==> src/rtl/hamming_corrector.sv <==
// hamming_corrector: two-stage Hamming (7,4) single-error corrector with valid/ready flow
// control and a saturating count of corrected words.
module hamming_corrector #(
    parameter int CNT_W = 16
) (
    input  logic             clk,
    input  logic             rst,
    input  logic             in_valid,
    output logic             in_ready,
    input  logic [6:0]       code_in,
    input  logic [2:0]       syndrome_in,
    output logic             out_valid,
    input  logic             out_ready,
    output logic [3:0]       data_out,
    output logic             err_flag,
    output logic [2:0]       err_pos,
    output logic             par_err,
    input  logic             cnt_clr,
    output logic [CNT_W-1:0] corr_count
);
    localparam logic [CNT_W-1:0] CNT_ONE = CNT_W'(1);

    logic       adv;
    logic       s1_valid;
    logic [3:0] s1_data;
    logic [2:0] s1_syn;
    logic [6:0] flip;

    assign adv      = !out_valid || out_ready;
    assign in_ready = adv;

    // Check bits never reach the output, so only the position of a check-bit flip matters.
    always_comb begin
        flip = s1_syn == 3'b110 ? 7'h01 :
               s1_syn == 3'b101 ? 7'h02 :
               s1_syn == 3'b011 ? 7'h04 :
               s1_syn == 3'b111 ? 7'h08 :
               s1_syn == 3'b001 ? 7'h10 :
               s1_syn == 3'b010 ? 7'h20 :
               s1_syn == 3'b100 ? 7'h40 : 7'h00;
    end

    always_ff @(posedge clk) begin
        if (rst) begin
            s1_valid   <= 1'b0;
            s1_data    <= '0;
            s1_syn     <= '0;
            out_valid  <= 1'b0;
            data_out   <= '0;
            err_flag   <= 1'b0;
            err_pos    <= '0;
            par_err    <= 1'b0;
            corr_count <= '0;
        end else begin
            if (adv) begin
                s1_valid  <= in_valid;
                out_valid <= s1_valid;
                if (in_valid) begin
                    s1_data <= code_in[3:0];
                    s1_syn  <= syndrome_in ^ code_in[6:4];
                end
                if (s1_valid) begin
                    data_out <= s1_data ^ flip[3:0];
                    err_flag <= |s1_syn;
                    err_pos  <= s1_syn;
                    par_err  <= |flip[6:4];
                end
            end
            if (cnt_clr)
                corr_count <= '0;
            else if (adv && s1_valid && |s1_syn && !(&corr_count))
                corr_count <= corr_count + CNT_ONE;
        end
    end
endmodule

==> config.mk <==
export PLATFORM = sky130hd
export DESIGN_NAME = hamming_corrector
export DESIGN_NICKNAME = d
export VERILOG_FILES = /design/src/rtl/hamming_corrector.sv
export SDC_FILE = /design/constraint.sdc
export NUM_CORES = 1
export LEC_CHECK = 0
export ABC_CLOCK_PERIOD_IN_PS = 1910
export CAP_MARGIN = 40
export CORE_ASPECT_RATIO = 0.7
export CORE_MARGIN = 5
export CORE_UTILIZATION = 48
export DETAILED_ROUTE_END_ITERATION = 10
export PLACE_DENSITY = 0.77
export SYNTH_ARGS = -nofsm -noshare
export SYNTH_HDL_FRONTEND = slang
export SYNTH_SLANG_ARGS = --single-unit
export TNS_END_PERCENT = 30
==> constraint.sdc <==
create_clock -name clk -period 1.91 [get_ports clk]
set_input_delay 0.191 -clock clk [delete_from_list [all_inputs] [get_ports clk]]
set_output_delay 0.191 -clock clk [all_outputs]
set_load 0.01 [all_outputs]
Word-level counts from Yosys, hierarchy flattened
Cells that the tools add are included.

word-level totals
  flip-flop bits (word level) = 34
  input bits = 15
  output and inout port bits = 27
  logic and storage cells = 38

operators by class
  add/sub/neg operators = 1
  equal/unequal tests = 7
  multiplexer cells = 7
  bitwise gates (word level) = 2
  reduce and logical (&&, ||, !) cells = 12

operators with widths
  kind                                                              count
  7-bit two-way mux                                                 7
  16-bit by 1-bit adder with 16-bit output (second input constant)  1
  16-bit AND reduction                                              1
  3-bit == test (second input constant)                             4
  3-bit by 2-bit == test with 1-bit output (second input constant)  2
  3-bit OR reduction                                                2
  2-bit AND reduction                                               2
  4-bit bitwise XOR                                                 1
  3-bit by 1-bit == test with 1-bit output (second input constant)  1
  1-bit logical AND                                                 3
  3-bit bitwise XOR                                                 1
  1-bit logical NOT                                                 2
  2-bit OR reduction                                                1
  1-bit logical OR                                                  1

Logic depth before layout (Yosys ltp)
Gate-level depths: netlist of the first run.

  depth in word-level cells = 9
  mapped depth = 8

Least setup slack after synthesis of the first run
OpenSTA, ideal clock, no wires.

  path kind = flip-flop to flip-flop
  start = register out_valid
  end = register corr_count[10]
  library setup time = 70 ps
  arrival = 1667 ps
  data required time = 1840 ps
  slack = 173 ps
  cell stages (with the launch flop) = 7
  cells stage by stage = dfxtp_1 > nor2b_1 > or3_1 > buf_2 > buf_6 > or4_1 > a21oi_1

between the ends
  word-level cells in the longest chain between the ends = 5

ends and longest elaborated chain
  item                            RTL line  RTL
  start, declared                 12        output logic out_valid,
  start signal, assigned          57        out_valid <= s1_valid;
  1-bit logical NOT               29        assign adv = !out_valid || out_ready;
  1-bit logical OR                29
  1-bit logical AND (3 in a row)  71        else if (adv && s1_valid && |s1_syn && !(&corr_count))
  end signal, assigned            72        corr_count <= corr_count + CNT_ONE;
  end, declared                   19        output logic [CNT_W-1:0] corr_count

No other way between the ends.
A chain may end at the register's enable or synchronous reset.

Worst setup path after layout of the first run
  start = register s1_valid
  end = register corr_count[7]

between the ends
  word-level cells in the longest chain between the ends = 3

ends and longest elaborated chain
  item                            RTL line  RTL
  start, declared                 24        logic s1_valid;
  start signal, assigned          56        s1_valid <= in_valid;
  1-bit logical AND (3 in a row)  71

No other way between the ends.

==> results.md, run 1 <==
- Status: finished, final reports clean
- CP endpoint kind: flip-flop
- Clock slew at reported path FFs: 60 ps
- # H-tree levels: 2
- TNS Setup: 0 ps
- Initial core utilization: 51.1%
- Max-cap violations: 0
- Net Count, Synth: 213
- WP buf/inv: 2
- Achievable Freq: 567 MHz
- Commonest non-fill, non-tap cell in the layout: clkdlybuf4s50_1
- Crit Path Max Fanout: 24
- Die Wd: 80.1 um
- CTS tree: yes
- Postcts setup bufs: 0
- DRC: 0
- GRT overflow: 0
- Worst path required time: 2120 ps
- Final #Nets: 263
- Fin crit share: 92.4%
- Sequential element share of the synthesized area: 41.2%
- Longest Clk Path Bufs: 2
- Synthesized area per cell: 8.39 um2
- Pwr/cell area: 644 nW/um2
- Reg2reg setup slack: 150 ps
- CP endpoint: corr_count[7]
- Die H: 59.1 um
- Drt first pass iters: 4
- Die area: 4740 um2
- Layout Skew: 10.7 ps
- Worst-margin pin slew: 434 ps
- Global Route met2 Usage: 29.8%
- Post-route cell area: 2240 um2
- Vias in the first global route: 1536
- Boundary Pins: 42
- Area growth, synth to finish: 35.4%
- DP HPWL: 3150 um
- Pre-CTS setup slack: -96.1 ps
- Row count: 17
- Top cells by area, synth: dfxtp_1 41%, nand2_1 7.5%, a21oi_1 6.1%
- Most frequent cells in the layout: 41 x clkdlybuf4s50_1, 34 x dfxtp_1, 33 x nand2_1
- Final hold vios: 0
- Diode count: 0
- TritonCTS buffer count: 5
- Fill count: 265
- Global-route met3 utilization: 4.56%
- Core Region: 3230 um2
- Antenna violations before repair: 0
- Setup Viol. Count Final: 0
- Rel. slew slack: 71.0%
- Hold Crit Class: flip-flop to flip-flop
- First-pass GRT wire length: 7000 um
- Top-area cell type share of the netlist area: 41.2%
- Clk Latency, worst-skew pair: 290 ps
- Reg2Reg Depth: 5
- Met1 Usage GRT: 25.1%
- CP Data Arrival Time: 1980 ps
- Min cycle time layout: 1760 ps
- R2r startpoint: s1_valid
- Total Wirelength: 4290 um
- RR Endpoint: corr_count[7]
- Crit start category: flip-flop
- Fin cells: 294
- Total GRT Usage: 19.0%
- Post-DP Area: 2160 um2
- Share of layout cells above drive strength 1: 9.72%
- WL per Instance: 14.6 um
- CP max stage cell: or4_1
- Post-synthesis cell count: 197
- Ordered list of cells on the worst path: inv_1 -> or3_1 -> buf_4 -> or4_1 -> a21oi_1
- Syn Std Cell Area: 1650 um2
- Crit-path max cell delay: 530 ps
- Crit path max-delay family: simple AND/OR/NAND/NOR gates
- GRT Max-Usage Layer: met2
- Post-synth cell types: 35
- Cell taking the most area after synthesis: dfxtp_1
- Count of input and output buffers: 41
- Post-route ant nets: 0
- CTS root buffer: clkbuf_8
- Final max-slew violation count: 0
- Routability-driven placement congestion ratio: 0.861
- Dpl cells: 287
- Largest net degree at the start of global routing: 25
- WS Path Type: flip-flop to flip-flop
- VDD IR max: 0.441 mV
- Via density per instance: 5.53
- Synthesis Warnings: 0
- Clock sink count: 34
- Levels on crit path: 5
- DRT iter0 DRCs: 89
- FF+latch count, synth: 34
- Leakage power: 0.000722 uW
- Vias: 1627
- Setup WS post-layout: 145 ps
- Critical path launch point: s1_valid
- RSZ-0062 raised after global routing: false
==> metal layers <==
| layer | vias to the layer above | wire, um |
|---|---|---|
| met5 | - | 0 |
| li1 | 830 | - |
| met2 | 52 | 1910 |
| met4 | 0 | 55 |
| met1 | 739 | 2040 |
| met3 | 6 | 284 |
==> Yosys cell counts <==
cell / instances
a2111oi_1: 1
a2111oi_2: 1
a211oi_1: 8
a21oi_1: 20
a31o_2: 1
and2_1: 1
and4_1: 4
buf_2: 1
buf_4: 2
buf_6: 2
clkbuf_1: 7
dfxtp_1: 34
ha_1: 1
inv_1: 3
mux2i_1: 5
nand2_1: 33
nand3_1: 7
nand3b_1: 2
nand4_1: 5
nor2_1: 11
nor2b_1: 1
nor3_1: 1
nor3_2: 1
nor4_1: 5
o2111ai_1: 2
o211ai_1: 2
o21a_1: 1
o21ai_0: 4
o31a_1: 1
o31ai_1: 7
or2_2: 1
or3_1: 6
or4_1: 8
xnor2_1: 4
xor2_1: 4
==> metrics by stage <==
| stage | total power [uW] | utilization, % | hold slack, ps |
|---|---|---|---|
| after CTS | 1450 | 69.1 | 455 |
| after global placement | 954 | 66.8 | 442 |
| after global routing | 1510 | 69.2 | 471 |
| after detailed placement | 960 | 66.8 | 447 |
| after floorplan | 872 | - | 327 |
| final | 1440 | 69.2 | 453 |
==> final cells by class <==
type	count	area, um2	area share, %
clock buffer	7	76.3	3.41
inverter	3	11.3	0.503
multi-input combinational	148	895	40.0
sequential	34	681	30.4
tap	47	58.8	2.63
timing repair buffer	55	515	23.0
==> cells by family after synthesis <==
| group | synth area share, % |
|---|---|
| XOR/XNOR | 4.24 |
| adder cells (fa/ha/maj) | 0.757 |
| AO/OA/AOI/OAI | 19.1 |
| buffers and inverters | 4.84 |
| AND/OR/NAND/NOR | 26.9 |
| multiplexers | 3.03 |
| flip-flops | 41.2 |
==> registers in the layout, indices dropped and copies added (netlist names) <==
name,flops
corr_count,16
s1_valid,1
s1_data,4
par_err,1
err_flag,1
err_pos,3
s1_syn,3
out_valid,1
data_out,4
==> worst reg2reg max path, stage by stage, from the launching register on <==
cell,delay (ps)
dfxtp_1,350
inv_1,80
or3_1,360
buf_4,220
or4_1,540
a21oi_1,150
==> worst min-delay path by stage <==
stage / start / to / slack [ps] / depth (start not counted)
detailed placement: err_pos[1] / err_pos[1] / 450 / 2
global route: err_flag / err_flag / 470 / 2
finish: err_pos[1] / err_pos[1] / 450 / 2
floorplan: code_in[0] / s1_data[0] / 330 / 2
CTS: err_pos[1] / err_pos[1] / 460 / 2
global placement: par_err / par_err / 440 / 2
==> report_power, final <==
| group | leakage (uW) | total [uW] | switching, uW | internal (uW) |
|---|---|---|---|---|
| registers | 0.000277 | 749 | 15.3 | 734 |
| clock network | 0.0000383 | 496 | 245 | 251 |
| logic | 0.000407 | 196 | 96.2 | 99.5 |
==> repair_timing <==
action | CTS | global route
resized for setup | 0 | 1
endpoints found under the hold margin | 0 | 0
setup endpoints to repair | 0 | 1
hold buffers | 0 | 0
No activity file was read; power rests on OpenSTA's default activity.
==> run 2, diff against run 1 <==
--- a/config.mk
+++ b/config.mk
@@ -10,8 +10,10 @@
 export CORE_ASPECT_RATIO = 0.7
 export CORE_MARGIN = 5
 export CORE_UTILIZATION = 48
+export CTS_BUF_LIST = sky130_fd_sc_hd__clkbuf_16
 export DETAILED_ROUTE_END_ITERATION = 10
-export PLACE_DENSITY = 0.77
+export PLACE_DENSITY = 0.87
+export SETUP_SLACK_MARGIN = 0.15
 export SYNTH_ARGS = -nofsm -noshare
 export SYNTH_HDL_FRONTEND = slang
 export SYNTH_SLANG_ARGS = --single-unit
==> run 2 against run 1 <==
  * Clock power rose by 51%
  * Combinational power barely moved
  * Sequential share of layout area fell by 0.92 points
  * Design area rose by 3.3%
  * Worst hold slack improved by 3.7 ps
  * Via count rose by 3.3%
  * Non-clock buffer count did not move
  * Flip-flop and latch count did not move
  * Critical path type unchanged
  * Critical endpoint is now corr_count[5]
==> results.md, run 2 (synthesized netlist as in run 1, its figures left out) <==
- Count of input and output buffers: 41
- Die area: 4740 um2
- First-pass GRT wire length: 7290 um
- Postcts setup bufs: 0
- Final hold vios: 0
- Largest registers: corr_count: 16 flops, data_out: 4 flops, s1_data: 4 flops
- Antenna violations before repair: 0
- Global Route met2 Usage: 29.6%
- Layout Skew: 5.48 ps
- Reg2Reg Depth: 5
- DP HPWL: 3020 um
- Clk Latency, worst-skew pair: 270 ps
- Total GRT Usage: 19.7%
- Status: finished, final reports clean
- Net Sw Frac: 23.2%
- Seq pwr share: 44.3%
- Crit start category: flip-flop
- RSZ-0062 raised after global routing: true
- Final max-slew violation count: 0
- Worst-margin pin slew: 407 ps
- Fin cells: 295
- Diode count: 0
- Max-cap violations: 0
- Met1 Usage GRT: 27.5%
- GRT overflow: 0
- Core Region: 3230 um2
- Clock Power Share: 44.2%
- DRT iter0 DRCs: 149
- VDD IR max: 0.456 mV
- Utilization after layout: 71.5%
- Die H: 59.1 um
- Clock slew at reported path FFs: 50 ps
- Crit Path Max Fanout: 25
- CP endpoint kind: flip-flop
- GRT Max-Usage Layer: met2
- Gate power share: 11.6%
- Largest Register: corr_count
- Most frequent cells in the layout: 40 x clkdlybuf4s50_1, 33 x nand2_1, 33 x dfxtp_1
- Worst path required time: 2120 ps
- DRC: 0
- Worst Hold Slack: 457 ps
- Routability-driven placement congestion ratio: 0.850
- Hold depth: 2
- Drt first pass iters: 4
- Dpl cells: 287
- WS Path Type: flip-flop to flip-flop
- CTS tree: yes
- Setup Viol. Count Final: 0
- # H-tree levels: 2
- Internal Power: 1300 uW
- Via density per instance: 5.69
- Leakage power: 0.000764 uW
- Die Wd: 80.1 um
- Post-route ant nets: 0
- Vias: 1680
- Hold Crit Class: flip-flop to flip-flop
- CP max stage cell: or4_1
- R2r startpoint: s1_valid
- Critical path launch point: s1_valid
- Min cycle time layout: 1760 ps
- Post_cts resized: 2
- Ordered list of cells on the worst path: inv_1 -> or3_1 -> buf_6 -> or4_1 -> a21oi_2
- Longest Clk Path Bufs: 2
- Pwr/cell area: 734 nW/um2
- Crit-path max cell delay: 540 ps
- TritonCTS buffer count: 5
- WL per Instance: 14.6 um
- Initial core utilization: 51.1%
- Vias in the first global route: 1475
- Final #Nets: 263
- Share of layout cells above drive strength 1: 10.9%
- Total Wirelength: 4300 um
- CP Data Arrival Time: 1970 ps
- Clock sink count: 34
- Hold buffers post-CTS: 0
- Row count: 17
- Fin crit share: 92.2%
- Max FFs per register: 16
- Boundary Pins: 42
- CTS root buffer: clkbuf_16
- Hold Startpoint: err_pos[2]
- Commonest non-fill, non-tap cell in the layout: clkdlybuf4s50_1
- Global-route met3 utilization: 4.86%
- Switching power total: 393 uW
- Rel. slew slack: 72.8%
- Largest net degree at the start of global routing: 26
- Achievable Freq: 568 MHz
- Area growth, synth to finish: 39.8%
run 2: cell types whose count changed in the layout (fill, tap and decap cells not counted), sizes merged:
cell / delta
clkbuf: -2
dlymetal6s2s: +1
inv: +1
clkinv: +2
clkdlybuf4s50: -1
run 2: stage by stage:
| stage | total power [uW] | worst slack, ps | setup TNS (ps) | cell area, um2 |
|---|---|---|---|---|
| 3_5_place_dp | 957 | -81.1 | -437 | 2160 |
| 3_3_place_gp | 952 | -41.9 | -160 | 2160 |
| 4_1_cts | 1700 | 152 | 0 | 2300 |
| 2_1_floorplan | 872 | 173 | 0 | 1650 |
| 6_report | 1700 | 150 | 0 | 2310 |
| 5_1_grt | 1770 | 111 | 0 | 2310 |
run 2: power by group through the flow:
| stage | combinational, uW | clock (uW) | sequential (uW) |
|---|---|---|---|
| 2_1_floorplan | 104 | 0 | 768 |
| 6_report | 196 | 750 | 751 |
| 5_1_grt | 216 | 796 | 754 |
| 3_3_place_gp | 188 | 0 | 764 |
| 3_5_place_dp | 192 | 0 | 765 |
| 4_1_cts | 196 | 757 | 751 |
run 2: critical path, delay by kind of cell (launching register included):
| family | cells | cell delay [ps] |
|---|---|---|
| compound gates | 1 | 150 |
| simple gates | 2 | 920 |
| buf+inv | 2 | 260 |
| flops | 1 | 350 |
run 2: final timing paths:
check,slack (ps),endpoint
max,150,corr_count[5]
min,460,err_pos[2]
max reg2reg,150,corr_count[5]
min reg2reg,460,err_pos[2]
run 2: metal layers:
layer  routed length, um  vias to the layer above
met1                2090                      783
met5                   0                        -
met3                 262                        9
li1                    -                      836
met2                1900                       52
met4                  46                        0
run 2: area by class of cell:
class                   instances  area [um2]
fillers                       263         922
multi-input cells             148         900
flip-flops and latches         34         682
repair buffers                 55         522
clock buffers                   5         125
well taps                      47        58.8
clock inverters                 3        12.5
inverters                       3        11.3
